--- src/rtl/axi4_stream_pkg.sv ---
// -----------------------------------------------------------------------------
// axi4_stream_pkg
// Shared definitions for the AXI4-Stream demo path (pattern generator and the
// sideband/TLAST stage that follows it).
//   state_t          : pattern generator FSM encoding
//   TX_SIZE_DEFAULT  : default trans_size (beats per frame minus 1)
//   keep_width()     : TKEEP width derived from a TDATA width
// -----------------------------------------------------------------------------
package axi4_stream_pkg;

   typedef enum logic [1:0] {
      ST_IDLE   = 2'd0,
      ST_LOAD   = 2'd1,
      ST_STREAM = 2'd2,
      ST_GAP    = 2'd3
   } state_t;

   // trans_size convention: a frame carries trans_size+1 beats.
   localparam logic [31:0] TX_SIZE_DEFAULT = 32'd7;

   function automatic int keep_width(input int data_width);
      return data_width / 8;
   endfunction

endpackage

--- src/rtl/axi4_stream_pattern_gen_if.sv ---
// -----------------------------------------------------------------------------
// axi4_stream_pattern_gen_if
// AXI4-Stream beat bundle between the pattern generator and its consumer.
//   TVALID, TDATA, TLAST, TKEEP : driven by the master
//   TREADY                      : driven by the slave
// Modports: master (source side), slave (sink side).
// -----------------------------------------------------------------------------
interface axi4_stream_pattern_gen_if #(
   parameter int DATA_WIDTH = 32
);
   import axi4_stream_pkg::*;

   logic                                TVALID;
   logic                                TREADY;
   logic [DATA_WIDTH-1:0]               TDATA;
   logic                                TLAST;
   logic [keep_width(DATA_WIDTH)-1:0]   TKEEP;

   modport master (output TVALID, output TDATA, output TLAST, output TKEEP, input TREADY);
   modport slave  (input  TVALID, input  TDATA, input  TLAST, input  TKEEP, output TREADY);

endinterface

--- src/rtl/axi4_stream_pattern_gen.sv ---
// -----------------------------------------------------------------------------
// axi4_stream_pattern_gen
// Framed counting-pattern source with a full TVALID/TREADY handshake.
// Ports:
//   ACLK, RST      : clock, synchronous active-high reset
//   START, STOP    : run start strobe (IDLE only) / graceful stop request
//   trans_size     : beats per frame minus 1   (sampled at START)
//   frame_count    : frames per run, 0 = until STOP (sampled at START)
//   seed           : first TDATA of the run     (sampled at START)
//   BUSY, DONE     : not-IDLE flag / one-cycle end-of-run pulse
//   frames_sent    : frames completed in the current or last run
//   m_axis         : AXI4-Stream master (TVALID/TDATA/TLAST/TKEEP, TREADY)
// -----------------------------------------------------------------------------
module axi4_stream_pattern_gen
   import axi4_stream_pkg::*;
#(
   parameter int DATA_WIDTH = 32,
   parameter int INC        = 1,
   parameter int GAP_CYCLES = 0
) (
   input  logic                   ACLK,
   input  logic                   RST,
   input  logic                   START,
   input  logic                   STOP,
   input  logic [31:0]            trans_size,
   input  logic [15:0]            frame_count,
   input  logic [DATA_WIDTH-1:0]  seed,
   output logic                   BUSY,
   output logic                   DONE,
   output logic [15:0]            frames_sent,
   axi4_stream_pattern_gen_if.master m_axis
);

   localparam int KEEP_W = keep_width(DATA_WIDTH);

   state_t                 state_q, state_d;
   logic                   tvalid_q, tvalid_d;
   logic [DATA_WIDTH-1:0]  tdata_q, tdata_d;
   logic                   tlast_q, tlast_d;
   logic                   done_q, done_d;
   logic [15:0]            frames_sent_q, frames_sent_d;
   logic [31:0]            beat_cnt_q, beat_cnt_d;
   logic [31:0]            gap_cnt_q, gap_cnt_d;
   logic                   stop_pending_q, stop_pending_d;
   logic [31:0]            size_q, size_d;
   logic [15:0]            fcount_q, fcount_d;
   logic [DATA_WIDTH-1:0]  seed_q, seed_d;

   logic                   xfer;
   logic                   last_frame;
   logic [15:0]            frames_inc;

   assign xfer = tvalid_q && m_axis.TREADY;

   // Compare in 17 bits so a 16'hFFFF frame_count still terminates.
   assign last_frame = (fcount_q != 16'd0) &&
                       (({1'b0, frames_sent_q} + 17'd1) == {1'b0, fcount_q});

   assign frames_inc = (frames_sent_q == 16'hFFFF) ? frames_sent_q : frames_sent_q + 16'd1;

   always_ff @(posedge ACLK) begin
      if (RST) begin
         state_q        <= ST_IDLE;
         tvalid_q       <= 1'b0;
         tdata_q        <= '0;
         tlast_q        <= 1'b0;
         done_q         <= 1'b0;
         frames_sent_q  <= '0;
         beat_cnt_q     <= '0;
         gap_cnt_q      <= '0;
         stop_pending_q <= 1'b0;
         size_q         <= '0;
         fcount_q       <= '0;
         seed_q         <= '0;
      end else begin
         state_q        <= state_d;
         tvalid_q       <= tvalid_d;
         tdata_q        <= tdata_d;
         tlast_q        <= tlast_d;
         done_q         <= done_d;
         frames_sent_q  <= frames_sent_d;
         beat_cnt_q     <= beat_cnt_d;
         gap_cnt_q      <= gap_cnt_d;
         stop_pending_q <= stop_pending_d;
         size_q         <= size_d;
         fcount_q       <= fcount_d;
         seed_q         <= seed_d;
      end
   end

   always_comb begin
      state_d        = state_q;
      tvalid_d       = tvalid_q;
      tdata_d        = tdata_q;
      tlast_d        = tlast_q;
      done_d         = 1'b0;
      frames_sent_d  = frames_sent_q;
      beat_cnt_d     = beat_cnt_q;
      gap_cnt_d      = gap_cnt_q;
      stop_pending_d = stop_pending_q;
      size_d         = size_q;
      fcount_d       = fcount_q;
      seed_d         = seed_q;

      case (state_q)
         ST_IDLE: begin
            if (START) begin
               state_d        = ST_LOAD;
               size_d         = trans_size;
               fcount_d       = frame_count;
               seed_d         = seed;
               frames_sent_d  = '0;
               stop_pending_d = 1'b0;
            end
         end

         ST_LOAD: begin
            tdata_d    = seed_q;
            beat_cnt_d = '0;
            tlast_d    = (size_q == 32'd0);
            tvalid_d   = 1'b1;
            state_d    = ST_STREAM;
         end

         ST_STREAM: begin
            if (xfer) begin
               // Data keeps counting across frame boundaries.
               tdata_d = tdata_q + DATA_WIDTH'(INC);
               if (!tlast_q) begin
                  // beat_cnt never exceeds size_q-1 here, so +1 cannot wrap.
                  beat_cnt_d = beat_cnt_q + 32'd1;
                  tlast_d    = ((beat_cnt_q + 32'd1) == size_q);
                  if (STOP) begin
                     stop_pending_d = 1'b1;
                  end
               end else begin
                  frames_sent_d = frames_inc;
                  beat_cnt_d    = '0;
                  tlast_d       = (size_q == 32'd0);
                  if (last_frame || stop_pending_q || STOP) begin
                     tvalid_d       = 1'b0;
                     tlast_d        = 1'b0;
                     done_d         = 1'b1;
                     stop_pending_d = 1'b0;
                     state_d        = ST_IDLE;
                  end else if (GAP_CYCLES > 0) begin
                     tvalid_d  = 1'b0;
                     gap_cnt_d = '0;
                     state_d   = ST_GAP;
                  end
               end
            end else if (STOP) begin
               stop_pending_d = 1'b1;
            end
         end

         ST_GAP: begin
            if (STOP) begin
               tlast_d = 1'b0;
               done_d  = 1'b1;
               state_d = ST_IDLE;
            end else if (gap_cnt_q == 32'(GAP_CYCLES - 1)) begin
               gap_cnt_d = '0;
               tvalid_d  = 1'b1;
               state_d   = ST_STREAM;
            end else begin
               gap_cnt_d = gap_cnt_q + 32'd1;
            end
         end

         default: state_d = ST_IDLE;
      endcase
   end

   assign m_axis.TVALID = tvalid_q;
   assign m_axis.TDATA  = tdata_q;
   assign m_axis.TLAST  = tlast_q;
   assign m_axis.TKEEP  = {KEEP_W{tvalid_q}};

   assign BUSY        = (state_q != ST_IDLE);
   assign DONE        = done_q;
   assign frames_sent = frames_sent_q;

endmodule

--- src/flat_wrapper.sv ---
// flat-port wrapper written by rule: the top's interface ports become plain ports
module axi4_stream_pattern_gen_flat import axi4_stream_pkg::*;
#(
   parameter int DATA_WIDTH = 32,
   parameter int INC        = 1,
   parameter int GAP_CYCLES = 0
)
  (ACLK, RST, START, STOP, trans_size, frame_count, seed, BUSY, DONE, frames_sent, m_axis_TVALID, m_axis_TDATA, m_axis_TLAST, m_axis_TKEEP, m_axis_TREADY);
  axi4_stream_pattern_gen_if #(.DATA_WIDTH(DATA_WIDTH)) m_axis_i ();
  input  logic ACLK;
  input  logic RST;
  input  logic START;
  input  logic STOP;
  input  logic [31:0] trans_size;
  input  logic [15:0] frame_count;
  input  logic [DATA_WIDTH-1:0] seed;
  output logic BUSY;
  output logic DONE;
  output logic [15:0] frames_sent;
  output wire logic [$bits(m_axis_i.TVALID)-1:0] m_axis_TVALID;
  output wire logic [$bits(m_axis_i.TDATA)-1:0] m_axis_TDATA;
  output wire logic [$bits(m_axis_i.TLAST)-1:0] m_axis_TLAST;
  output wire logic [$bits(m_axis_i.TKEEP)-1:0] m_axis_TKEEP;
  input wire logic [$bits(m_axis_i.TREADY)-1:0] m_axis_TREADY;
  assign m_axis_TVALID = m_axis_i.TVALID;
  assign m_axis_TDATA = m_axis_i.TDATA;
  assign m_axis_TLAST = m_axis_i.TLAST;
  assign m_axis_TKEEP = m_axis_i.TKEEP;
  assign m_axis_i.TREADY = m_axis_TREADY;
  axi4_stream_pattern_gen #(.DATA_WIDTH(DATA_WIDTH), .INC(INC), .GAP_CYCLES(GAP_CYCLES)) u_core (.ACLK(ACLK), .RST(RST), .START(START), .STOP(STOP), .trans_size(trans_size), .frame_count(frame_count), .seed(seed), .BUSY(BUSY), .DONE(DONE), .frames_sent(frames_sent), .m_axis(m_axis_i));
endmodule
--- config.mk ---
export PLATFORM = sky130hd
export DESIGN_NAME = axi4_stream_pattern_gen_flat
export DESIGN_NICKNAME = d
export VERILOG_FILES = /design/src/rtl/axi4_stream_pkg.sv /design/src/rtl/axi4_stream_pattern_gen_if.sv /design/src/rtl/axi4_stream_pattern_gen.sv /design/src/flat_wrapper.sv
export SDC_FILE = /design/constraint.sdc
export NUM_CORES = 1
export LEC_CHECK = 0
export ABC_AREA = 0
export ABC_CLOCK_PERIOD_IN_PS = 4400
export BUFFER_PORTS_ARGS = -buffer_cell sky130_fd_sc_hd__buf_2
export CORE_UTILIZATION = 55
export DETAILED_ROUTE_END_ITERATION = 8
export MAX_ROUTING_LAYER = met4
export PLACE_DENSITY = 0.77
export SLEW_MARGIN = 10
export SYNTH_ARGS = -nofsm -noshare
export SYNTH_HDL_FRONTEND = slang
export SYNTH_SLANG_ARGS = --single-unit
--- constraint.sdc ---
create_clock -name ACLK -period 4.4 [get_ports ACLK]
set_input_delay 0 -clock ACLK [delete_from_list [all_inputs] [get_ports ACLK]]
set_output_delay 0 -clock ACLK [all_outputs]
set_load 0.005 [all_outputs]
# Yosys cells after proc, flatten, opt, wreduce, memory -nomap -nowiden
# Index checks and enable logic that the tools add are counted.
# totals
ff_bits	198
inputBits	85
output_inout_bits	56
word_cells	93
# op_classes
add_sub_neg	5
eq_ne	17
n_mux	39
n_bitwise	1
reduce_logical	19
# ops
operator	n
32-bit 2-to-1 mux	4
32-bit one-hot mux with 2 select lines	2
32-bit by 1-bit adder with 32-bit output (second input constant)	3
16-bit 2-to-1 mux	4
32-bit == test	1
32-bit == test (second input constant)	1
32-bit logical NOT	1
16-bit one-hot mux with 2 select lines	1
16-bit by 1-bit adder with 17-bit output (second input constant)	1
17-bit by 16-bit == test with 1-bit output	1
1-bit 2-to-1 mux	17
16-bit by 1-bit adder with 16-bit output (second input constant)	1
16-bit == test (second input constant)	1
16-bit nonzero test	1
2-bit 2-to-1 mux	6
5-bit AND reduction	2
2-bit by 1-bit != test with 1-bit output (second input constant)	4
2-bit != test (second input constant)	4
2-bit one-hot mux with 4 select lines	1
1-bit one-hot mux with 3 select lines	2
2-bit AND reduction	3
3-bit AND reduction	2
6-bit AND reduction	1
2-bit nonzero test	3
other kinds (10)	14

# Logic depth before layout (Yosys ltp)
# Gate-level depths: netlist (run 1).
# logic_depth
word_depth	9
mapped_depth	11
depth_no_buf	9

# Worst setup path before layout (run 1)
# No wires, ideal clock.
# synth_timing
path_kind	register to register
startpoint	register u_core.frames_sent_q[0] (netlist: u_core.frames_sent[0])
endpoint	register u_core.stop_pending_q
setup_time_ps	116
t_arrival_ps	2348
t_required_ps	4284
path_slack_ps	1936
stages_incl_launch_ff	11
path_buffers	1
synth_period_minus_slack_ps	2464
cell_sequence	dfxtp_1 -> ha_1 -> and3_1 -> clkbuf_1 -> nand4_1 -> mux2i_1 -> a311o_1 -> nor3_1 -> o2111ai_1 -> a41o_1 -> o211a_1
# synth_via
elab_chain_len	7
# synth_lines
item	line	source
from (decl)	axi4_stream_pattern_gen.sv:41	logic [15:0] frames_sent_q, frames_sent_d;
from (signal assigned)	axi4_stream_pattern_gen.sv:81	frames_sent_q <= frames_sent_d;
16-bit by 1-bit adder with 17-bit output	axi4_stream_pattern_gen.sv:57	(({1'b0, frames_sent_q} + 17'd1) == {1'b0, fcount_q});
17-bit by 16-bit == test with 1-bit output	axi4_stream_pattern_gen.sv:57	
1-bit logical AND	axi4_stream_pattern_gen.sv:56	assign last_frame = (fcount_q != 16'd0) &&
1-bit logical OR (2 in series)	axi4_stream_pattern_gen.sv:140	if (last_frame || stop_pending_q || STOP) begin
4-bit != test (no source line)	-	
3-bit AND reduction (no source line)	-	
to (signal assigned)	axi4_stream_pattern_gen.sv:84	stop_pending_q <= stop_pending_d;
to (decl)	axi4_stream_pattern_gen.sv:44	logic stop_pending_q, stop_pending_d;
# Every way passes these cells.
# A chain may end at the register's enable or synchronous reset.

# Worst setup path after layout (run 1)
# layout_timing
startpoint	register u_core.state_q[0]
endpoint	register u_core.gap_cnt_q[29]
# layout_via
elab_chain_len	2
# layout_lines
item	line	source
from (decl)	axi4_stream_pattern_gen.sv:36	state_t state_q, state_d;
from (signal assigned)	axi4_stream_pattern_gen.sv:76	state_q <= state_d;
2-bit == test	axi4_stream_pattern_gen.sv:105	case (state_q)
2-bit AND reduction (no source line)	-	
to (signal assigned)	axi4_stream_pattern_gen.sv:83	gap_cnt_q <= gap_cnt_d;
to (decl)	axi4_stream_pattern_gen.sv:43	logic [31:0] gap_cnt_q, gap_cnt_d;
# Every way passes these cells.

==> flow_summary.ini, run 1 <==
[timing]
finalCritPeriodShare_pct = 73.9
period_needed_ps = 3250
worst_pin_slew_ps = 1080
whs_ps = 3.58
max_freq_mhz = 308
drv_slew = 0
finalHoldViolations = 0
finClkSkew_ps = 13.9
final.setup.tns_ps = 0
setup_viol = 0
rsz0062_at_grt = false
slew_headroom_pct = 27.8

[worst_setup_path]
reg2reg_slack_ps = 1150
path_max_fanout = 27
critPathArrivalTime_ps = 3530
endpoint_kind = register
startpoint_type = register
reg2reg_from = u_core.state_q[0]$_SDFFE_PP0P_
cp.required_ps = 4680
critPathKind = reg -> reg
r2r-end = u_core.gap_cnt_q[29]$_SDFFE_PP0P_
rr_worst_depth = 7

[layout]
area_delta_synth_final_pct = 19.5
layout-drive-gt1-share_pct = 13.1
multi_input_area_sq_mm = 0.00606
num-fill-cells = 1588
final_common_cell = nand2_1
regArea_sq_mm = 0.00396
final_nets = 1637
layout_common_cells = nand2_1 (266), dfxtp_1 (198), a21oi_1 (162)

[min_path]
hold_end = u_core.stop_pending_q$_SDFFE_PP0P_
hold_class = in -> reg
min_from = START
min_path_cells = 4

[floorplanning]
rows = 50
die_w_microns = 140
start_util_pct = 56.2
die_height_microns = 140
io_pins = 141
die-area_sq_mm = 0.0197
coreArea_sq_mm = 0.0187

[clock_tree]
cts_tree = built
numCtsBuffers = 17
clk_pin_slew_ps = 70
cts_buffer_depth = 2
htreeDepth = 4
clkSinkCount = 198
root_buffer = clkbuf_16
insertion_delay_ps = 450

[global_route]
overflow = 0
grt_pass1_wl_microns = 48300
grt_max_degree = 81
antenna_found_initial = 1
track_usage_pct = 31.2
grt_pass1_vias = 9916

[yosys]
syn_area_sq_mm = 0.0105
synthAdderAreaFrac_pct = 0.476
syn_nets = 1484
syn_inst = 1395
synth_top_family_by_area = simple AND/OR/NAND/NOR gates
synth-xor-area-share_pct = 8.51
yosys.area_share.simple_pct = 29.3
ys_seq_area_share_pct = 37.7
synth_mux_area_share_pct = 0.286
synth_edf_count = 0
synth_ff_type = dfxtp_1
synth_warnings = 0
async_flop_share_pct = 0
syn_avg_cell_area_sq_um = 7.53
ys_seq_elements = 198
synth_cell_types = 71
synth_compound_area_share_pct = 19.0

[power_and_ir_drop]
ir_drop_mv = 0.298
power.density_mw_per_mm2 = 329
p_leak_uw = 0.00477

[placed_design]
hpwl_microns = 18900
portBuffers = 140
place_congestion = 0.933

[routing]
wire_per_inst_microns = 16.5
vias_per_cell = 5.98
first_pass_iters = 5
ant_nets = 0
vias = 10700
drt_drc_violations_left = 0
wirelength_microns = 29700
detail_route.iter0.violations = 763

[run]
maxCapViolCount = 0

[run_status]
status = finished clean
## how the worst max path moves through the flow
stage	startpoint	endpoint	slack, ps	cells after the start
2_1_floorplan	u_core.frames_sent[0]$_SDFFE_PP0P_	u_core.stop_pending_q$_SDFFE_PP0P_	1940	10
6_report	u_core.state_q[0]$_SDFFE_PP0P_	u_core.gap_cnt_q[29]$_SDFFE_PP0P_	1150	7
5_1_grt	u_core.state_q[0]$_SDFFE_PP0P_	u_core.gap_cnt_q[8]$_SDFFE_PP0P_	870	7
3_3_place_gp	u_core.state_q[0]$_SDFFE_PP0P_	u_core.gap_cnt_q[18]$_SDFFE_PP0P_	1290	7
3_5_place_dp	u_core.state_q[0]$_SDFFE_PP0P_	u_core.gap_cnt_q[29]$_SDFFE_PP0P_	1210	7
4_1_cts	u_core.state_q[0]$_SDFFE_PP0P_	u_core.gap_cnt_q[29]$_SDFFE_PP0P_	1180	7
## cells by family (layout without fill, tap and decap cells)
family / after synthesis / in the layout
buffers and inverters: 106 / 271
adder cells (fa/ha/maj): 4 / 4
multiplexers: 3 / 3
other: 0 / 1
flip-flops: 198 / 198
AND/OR/NAND/NOR: 646 / 646
AO/OA/AOI/OAI: 336 / 336
XOR/XNOR: 102 / 102
## sequential cells by signal, indices dropped and copies added (netlist names)
register               cells
u_core.m_axis.TVALID       1
u_core.state_q             2
u_core.fcount_q           16
u_core.gap_cnt_q          32
u_core.m_axis.TLAST        1
u_core.stop_pending_q      1
u_core.size_q             32
u_core.seed_q             32
u_core.m_axis.TDATA       32
u_core.frames_sent        16
u_core.DONE                1
u_core.beat_cnt_q         32
## per-layer routing
metal  track usage (%)  vias up  wire length (microns)
met1              39.4     5027                  13100
met5                 -        -                      0
met3              4.75       78                   1800
li1                  -     5226                      -
met2              49.6      403                  13800
met4              13.2        0                    949
## Yosys cell counts, types with 4 or more instances
cell / count / share of area (%)
nand2b_1: 7 / 0.42
and4_1: 10 / 0.83
nand3_1: 59 / 2.8
o21ai_0: 81 / 3.9
nor3b_1: 4 / 0.29
a311oi_1: 15 / 1.3
nor2_1: 125 / 4.5
a211oi_1: 16 / 1.1
buf_4: 6 / 0.43
inv_1: 9 / 0.32
nand4_1: 36 / 2.1
dfxtp_1: 198 / 38
buf_2: 12 / 0.57
ha_1: 4 / 0.48
o211a_1: 11 / 1.0
o22ai_1: 4 / 0.24
xor2_1: 53 / 4.4
nor3_1: 37 / 1.8
or3_1: 15 / 0.89
and3_1: 18 / 1.1
a31oi_1: 13 / 0.77
xnor2_1: 49 / 4.1
and2_1: 7 / 0.42
nor4_1: 22 / 1.3
or4_1: 8 / 0.57
nor2b_1: 7 / 0.42
clkbuf_1: 70 / 2.5
nand2_1: 267 / 9.5
a21oi_1: 162 / 7.7
## metrics by stage
| stage | instances | total power (uW) | util, % | area (sq um) | worst slack, ps |
|---|---|---|---|---|---|
| global route | 1795 | 4280 | 67.1 | 12600 | 874 |
| floorplan | 1395 | 2280 | - | 10500 | 1940 |
| CTS | 1794 | 4130 | 67.1 | 12600 | 1180 |
| detailed placement | 1683 | 2440 | 59.5 | 11100 | 1210 |
| finish | 1795 | 4130 | 67.1 | 12600 | 1150 |
| global placement | 1683 | 2430 | 59.5 | 11100 | 1290 |
## report_power, final
group	switching, uW	internal [uW]	total, uW
Combinational	293	229	521
Clock	727	935	1660
Sequential	82.9	1870	1950
## area by class of cell
class / instances / share of cell area, %
multi-input cells: 1091 / 48.2
clock inverters: 12 / 1.33
flip-flops and latches: 198 / 31.6
diodes: 1 / 0.0199
repair buffers: 231 / 12.6
well taps: 234 / 2.33
clock buffers: 19 / 3.61
inverters: 9 / 0.269
## worst max-delay path, cell delays in order (launching register included)
cell and delay (ps):
dfxtp_1 650, and3_1 450, nand2_1 160, or3_1 440
nor3_2 240, nand2_1 160, o21ai_2 850, nor2_1 140
## timing repair
| action | CTS | global route |
|---|---|---|
| endpoints found under the hold margin | 80 | 0 |
| setup buffers | 0 | 0 |
| setup endpoints to repair | 0 | 0 |
| resized for setup | 0 | 0 |
| hold buffers | 80 | 0 |
Note: power is estimated with default switching activity, not from simulation.
==> run 2: changes to the inputs <==
--- a/config.mk
+++ b/config.mk
@@ -5,13 +5,13 @@
 export SDC_FILE = /design/constraint.sdc
 export NUM_CORES = 1
 export LEC_CHECK = 0
-export ABC_AREA = 0
-export ABC_CLOCK_PERIOD_IN_PS = 4400
+export ABC_AREA = 1
+export ABC_CLOCK_PERIOD_IN_PS = 3400
 export BUFFER_PORTS_ARGS = -buffer_cell sky130_fd_sc_hd__buf_2
 export CORE_UTILIZATION = 55
 export DETAILED_ROUTE_END_ITERATION = 8
 export MAX_ROUTING_LAYER = met4
-export PLACE_DENSITY = 0.77
+export PLACE_DENSITY = 0.76
 export SLEW_MARGIN = 10
 export SYNTH_ARGS = -nofsm -noshare
 export SYNTH_HDL_FRONTEND = slang
==> constraint.sdc (replaced) <==
create_clock -name ACLK -period 3.4 [get_ports ACLK]
set_input_delay 0 -clock ACLK [delete_from_list [all_inputs] [get_ports ACLK]]
set_output_delay 0 -clock ACLK [all_outputs]
set_load 0.005 [all_outputs]
==> run 2 against run 1 <==
  * Utilization up 1.8 points
  * Synthesized area grew 3.1%
  * Critical path depth increased by 10
  * Register-to-register slack got worse by 510 ps
  * Clock power rose by 30%
  * Global-route usage up 1.6 points
  * Via count grew 6.9%
  * Clock skew grew 1.0 ps
  * Cell area rose by 4.4%
  * Largest power group unchanged
  * Highest routed layer unchanged
==> flow_summary.ini, run 2 <==
[floorplanning]
start_util_pct = 56.9
die_height_microns = 142
die-area_sq_mm = 0.0202
die_w_microns = 142
rows = 50
io_pins = 141
coreArea_sq_mm = 0.0190

[routing]
wirelength_microns = 31000
detail_route.iter0.violations = 741
wire_per_inst_microns = 14.6
drt_drc_violations_left = 0
ant_nets = 0
vias = 11500
first_pass_iters = 5
vias_per_cell = 5.41

[layout]
final_common_cell = nand2_1
num-fill-cells = 1665
final_nets = 1934
layout_common_cells = nand2_1 (407), nor2_1 (247), dfxtp_1 (198)
fin_util_pct = 68.9
area_delta_synth_final_pct = 21.1
layout-drive-gt1-share_pct = 11.5

[yosys]
synth_compound_area_share_pct = 14.7
ys_seq_elements = 198
synth_top_area_share_pct = 36.6
synth_top_family_by_area = simple AND/OR/NAND/NOR gates
synth_mux_area_share_pct = 0
synth_cell_types = 48
syn_area_sq_mm = 0.0108
yosys.area_share.simple_pct = 35.1
ys_seq_area_share_pct = 36.6
syn_inst = 1663
syn_nets = 1752
yosys.cell_count.top_type = nand2_1
synth-xor-area-share_pct = 5.39
async_flop_share_pct = 0
synthAdderAreaFrac_pct = 0.462
synth_edf_count = 0
syn_avg_cell_area_sq_um = 6.51
synth_top_cell_by_area = dfxtp_1
synth_commonest_cells = nand2_1 (408), nor2_1 (248), dfxtp_1 (198), inv_1 (141), nand3_1 (135)
synth_warnings = 0
synth_ff_type = dfxtp_1
ys_top_cells_by_area = dfxtp_1 (37%), nand2_1 (14%), nor2_1 (8.6%)

[min_path]
hold_class = in -> reg

[global_route]
grt_max_degree = 74
grt_pass1_vias = 10900
grt_pass1_wl_microns = 51600
track_usage_pct = 32.8
overflow = 0
antenna_found_initial = 1

[clock_tree]
htreeDepth = 4
cts_buffer_depth = 2
numCtsBuffers = 17
clkSinkCount = 198
postCtsResizedCells = 0
root_buffer = clkbuf_16
cts_tree = built
insertion_delay_ps = 450
cts_setup_buffers = 0
clk_pin_slew_ps = 80

[worst_setup_path]
startpoint_type = register
critPathArrivalTime_ps = 3120
rr_worst_depth = 17
path_max_fanout = 8
r2r-end = u_core.m_axis.TLAST$_SDFFE_PP0P_
reg2reg_slack_ps = 640
reg2reg_from = u_core.beat_cnt_q[0]$_SDFFE_PP0P_
cp.required_ps = 3760
endpoint_kind = register
crit_path_end = u_core.m_axis.TLAST$_SDFFE_PP0P_
critPathKind = reg -> reg
startpoint = u_core.beat_cnt_q[0]$_SDFFE_PP0P_

[timing]
finalHoldViolations = 0
max_freq_mhz = 362
final.setup.tns_ps = 0
period_needed_ps = 2760
finClkSkew_ps = 14.9
slew_headroom_pct = 40.0
drv_slew = 0
worst_pin_slew_ps = 900
setup_viol = 0
finalCritPeriodShare_pct = 81.2
rsz0062_at_grt = false

[power_and_ir_drop]
p_leak_uw = 0.00531
ir_drop_mv = 0.369
power.density_mw_per_mm2 = 455

[run_status]
status = finished clean

[placed_design]
hpwl_microns = 21300
place_congestion = 0.922
portBuffers = 140

[run]
maxCapViolCount = 0
[run 2: cell count changes after synthesis, sizes merged, moves of 14 or more]
cell / previous run / this run
a21oi: 162 / 110
a311oi: 15 / 0
and3: 19 / 1
clkbuf: 77 / 52
inv: 9 / 144
nand2: 267 / 410
nand3: 59 / 136
nor2: 126 / 256
o21ai: 82 / 132
or3: 16 / 2
xnor2: 49 / 26
xor2: 53 / 30
[run 2: worst min-delay path by stage]
| stage | from | to | cells past startpoint |
|---|---|---|---|
| floorplan | frame_count[0] | u_core.fcount_q[0]$_SDFFE_PP0P_ | 2 |
| finish | RST | u_core.seed_q[23]$_SDFFE_PP0P_ | 4 |
| CTS | RST | u_core.seed_q[23]$_SDFFE_PP0P_ | 4 |
| global route | RST | u_core.m_axis.TDATA[11]$_SDFFE_PP0P_ | 4 |
| global placement | seed[7] | u_core.seed_q[7]$_SDFFE_PP0P_ | 3 |
| detailed placement | seed[8] | u_core.seed_q[8]$_SDFFE_PP0P_ | 3 |
[run 2: report_power, final]
part           total, uW  switching, uW  internal (uW)
Combinational       1090            653            438
Sequential          2710            198           2510
Clock               2160           1010           1150
[run 2: routing by layer]
metal  global-route usage, %  part of all wire [%]  vias up  wire (microns)
met2                    52.3                    46      355           14200
met4                    11.7                   2.5        0             772
met5                       -                     0        -               0
li1                        -                     -     5835               -
met3                    6.16                   6.0       69            1860
met1                    41.4                    46     5217           14200
[run 2: cell families after synthesis]
family          after synthesis
simple gates                890
compound gates              295
buf+inv                     216
flops                       198
xor+xnor                     60
fa+ha+maj                     4
[run 2: final cells by class]
class                           count  area [sq um]  area share, %
Clock inverter                     14           186           1.42
Multi-Input combinational cell   1249          6040           46.1
Clock buffer                       18           439           3.35
Tap cell                          260           325           2.48
Antenna cell                        2          5.00         0.0382
Sequential cell                   198          3960           30.2
Inverter                          146           548           4.18
Timing Repair Buffer              233          1600           12.2
[run 2: repair_timing]
| item | CTS | global route |
|---|---|---|
| hold buffers | 82 | 0 |
| endpoints found under the hold margin | 82 | 0 |
| setup endpoints to repair | 0 | 0 |
[run 2: critical path: stages (launching register included)]
cell and delay [ps]:
dfxtp_1 500, ha_1 370, nand2_1 170, nor2_1 200, nand2_1 110, nor2_1 350
nand2_1 100, nand2_1 90, nand2_1 70, nand2_1 70, nand2_1 50, nor2_1 80
nand2_1 70, nor2_1 90, nand3_1 120, nand2_1 80, nand2_1 40, a21oi_1 130
[run 2: per-stage QoR]
step | total power, uW | hold WS (ps) | std cells | instance area (sq um) | setup WS, ps
global route | 6230 | 166 | 2119 | 13100 | 329
detailed placement | 3760 | 256 | 2004 | 11700 | 724
floorplan | 3410 | 167 | 1663 | 10800 | 1360
global placement | 3740 | 249 | 2004 | 11700 | 818
CTS | 5960 | 99.3 | 2118 | 13100 | 688
finish | 5960 | 101 | 2120 | 13100 | 640
==> run 3: changes to the inputs <==
--- a/config.mk
+++ b/config.mk
@@ -5,13 +5,13 @@
 export SDC_FILE = /design/constraint.sdc
 export NUM_CORES = 1
 export LEC_CHECK = 0
-export ABC_AREA = 1
-export ABC_CLOCK_PERIOD_IN_PS = 3400
+export ABC_AREA = 0
+export ABC_CLOCK_PERIOD_IN_PS = 2790
 export BUFFER_PORTS_ARGS = -buffer_cell sky130_fd_sc_hd__buf_2
 export CORE_UTILIZATION = 55
 export DETAILED_ROUTE_END_ITERATION = 8
 export MAX_ROUTING_LAYER = met4
-export PLACE_DENSITY = 0.76
+export PLACE_DENSITY = 0.77
 export SLEW_MARGIN = 10
 export SYNTH_ARGS = -nofsm -noshare
 export SYNTH_HDL_FRONTEND = slang
==> constraint.sdc (replaced) <==
create_clock -name ACLK -period 2.79 [get_ports ACLK]
set_input_delay 0 -clock ACLK [delete_from_list [all_inputs] [get_ports ACLK]]
set_output_delay 0 -clock ACLK [all_outputs]
set_load 0.005 [all_outputs]
==> run 3 against run 2 <==
  * Utilization down 0.30 points
  * First-iteration DRC count increased by 31%
  * Register-to-register slack lost 490 ps
  * Critical path depth down 8
  * Sequential cell count did not move
  * Maximum frequency rose by 4.5%
  * Hold slack lost 45 ps
  * Critical endpoint is now u_core.stop_pending_q$_SDFFE_PP0P_
  * Largest power group unchanged
==> flow_summary.ini, run 3 (synthesis gave the netlist of run 1 again) <==
[floorplanning]
die_w_microns = 140
io_pins = 141
coreArea_sq_mm = 0.0187
die-area_sq_mm = 0.0197
die_height_microns = 140
start_util_pct = 56.2
rows = 50

[power_and_ir_drop]
p_int_uw = 4600
comb_power_share_pct = 13.2
clkPwrFrac_pct = 38.6
p_leak_uw = 0.00496
switching_share_pct = 27.9
switchingPower_uw = 1780
seqPwrFrac_pct = 48.1
ir_drop_mv = 0.426
power.density_mw_per_mm2 = 497

[routing]
wirelength_microns = 30100
first_pass_iters = 6
wire_per_inst_microns = 16.4
detail_route.iter0.violations = 972
vias = 10800
ant_nets = 0
vias_per_cell = 5.91
drt_drc_violations_left = 0

[clock_tree]
clkSinkCount = 198
htreeDepth = 4
cts_buffer_depth = 2
cts_tree = built
root_buffer = clkbuf_16
cts_setup_buffers = 0
insertion_delay_ps = 440
clk_pin_slew_ps = 70
numCtsBuffers = 17

[worst_setup_path]
cp_num_buf_inv = 0
worstPathCellList = ha_1, nand3_1, nor4_4, nor3b_1, a311o_1, nor3_1, o2111ai_1, a41o_1, o211a_1
cp_slowest_cell = nor4_4
endpoint_kind = register
path_max_fanout = 5
reg2reg_slack_ps = 150
critPathArrivalTime_ps = 2970
crit_family = compound AO/OA/AOI/OAI gates
max_stage_delay_ps = 360
critPathKind = reg -> reg
cp.required_ps = 3120
startpoint_type = register

[global_route]
antenna_found_initial = 1
track_usage_pct = 32.0
grt_max_degree = 153
grt_pass1_vias = 10100
grt_pass1_wl_microns = 49600
overflow = 0

[timing]
finClkSkew_ps = 9.85
worst_pin_slew_ps = 863
finalCritPeriodShare_pct = 94.6
setup_viol = 0
rsz0062_at_grt = false
whs_ps = 56.0
final.setup.tns_ps = 0
max_freq_mhz = 379
drv_slew = 0
period_needed_ps = 2640
finalHoldViolations = 0
slew_headroom_pct = 42.5

[min_path]
hold_class = in -> reg

[placed_design]
hpwl_microns = 19300
place_congestion = 0.962
portBuffers = 140

[run_status]
status = finished clean

[layout]
fin_util_pct = 68.6
area_delta_synth_final_pct = 22.3
final_nets = 1673
num-fill-cells = 1532
final_common_cell = nand2_1
layout_common_cells = nand2_1 (266), dfxtp_1 (191), a21oi_1 (161)
layout-drive-gt1-share_pct = 15.6

[run]
maxCapViolCount = 0
[run 3: path summary, 6_finish.rpt]
kind,startpoint,end,cells past startpoint
worst max register to register,u_core.frames_sent[1]$_SDFFE_PP0P_,u_core.stop_pending_q$_SDFFE_PP0P_,9
worst min-delay path,START,u_core.stop_pending_q$_SDFFE_PP0P_,4
worst min register to register,u_core.seed_q[24]$_SDFFE_PP0P_,u_core.seed_q[24]$_SDFFE_PP0P_,2
worst max-delay path,u_core.frames_sent[1]$_SDFFE_PP0P_,u_core.stop_pending_q$_SDFFE_PP0P_,9
[run 3: worst register-to-register path, stage by stage, from the launching register on]
cell and delay, ps:
dfxtp_1 350, ha_1 260, nand3_1 270, nor4_4 360, nor3b_1 90, a311o_1 280
nor3_1 210, o2111ai_1 270, a41o_1 330, o211a_1 120
[run 3: area by class of cell]
type / count / area (sq um) / share of cell area, %
diodes: 1 / 2.50 / 0.0195
repair buffers: 267 / 1880 / 14.7
flip-flops and latches: 198 / 3970 / 30.9
clock inverters: 12 / 139 / 1.08
well taps: 234 / 293 / 2.28
clock buffers: 18 / 439 / 3.42
inverters: 9 / 33.8 / 0.263
multi-input cells: 1091 / 6080 / 47.3
[run 3: what timing repair did]
item                       CTS  global route
hold buffers                81             0
hold endpoints to repair    81             0
setup endpoints to repair    0             4
gates resized for setup      0            12
[run 3: layer usage]
| layer | share of wire, % | up-vias | track usage, % | wire length, microns |
|---|---|---|---|---|
| li1 | - | 5298 | - | - |
| met1 | 44 | 5011 | 41.4 | 13100 |
| met2 | 48 | 454 | 50.4 | 14300 |
| met3 | 6.8 | 52 | 5.47 | 2040 |
| met4 | 2.1 | 0 | 11.3 | 623 |
| met5 | 0 | - | - | 0 |
[run 3: stage by stage]
stage | worst slack, ps | cells | cell area (sq um) | total power, uW
after floorplan | 326 | 1395 | 10500 | 3600
final | 150 | 1830 | 12800 | 6380
after global routing | 0.345 | 1830 | 12800 | 6630
after CTS | 47.4 | 1829 | 12800 | 6370
after global placement | 158 | 1718 | 11400 | 3850
after detailed placement | 65.9 | 1718 | 11400 | 3870
[run 3: power groups by stage]
stage                     registers (uW)  clock network (uW)  logic [uW]
after CTS                           3070                2480         829
after global placement              3130                   0         725
final                               3070                2460         845
after global routing                3080                2610         931
after detailed placement            3130                   0         737
after floorplan                     3100                   0         502
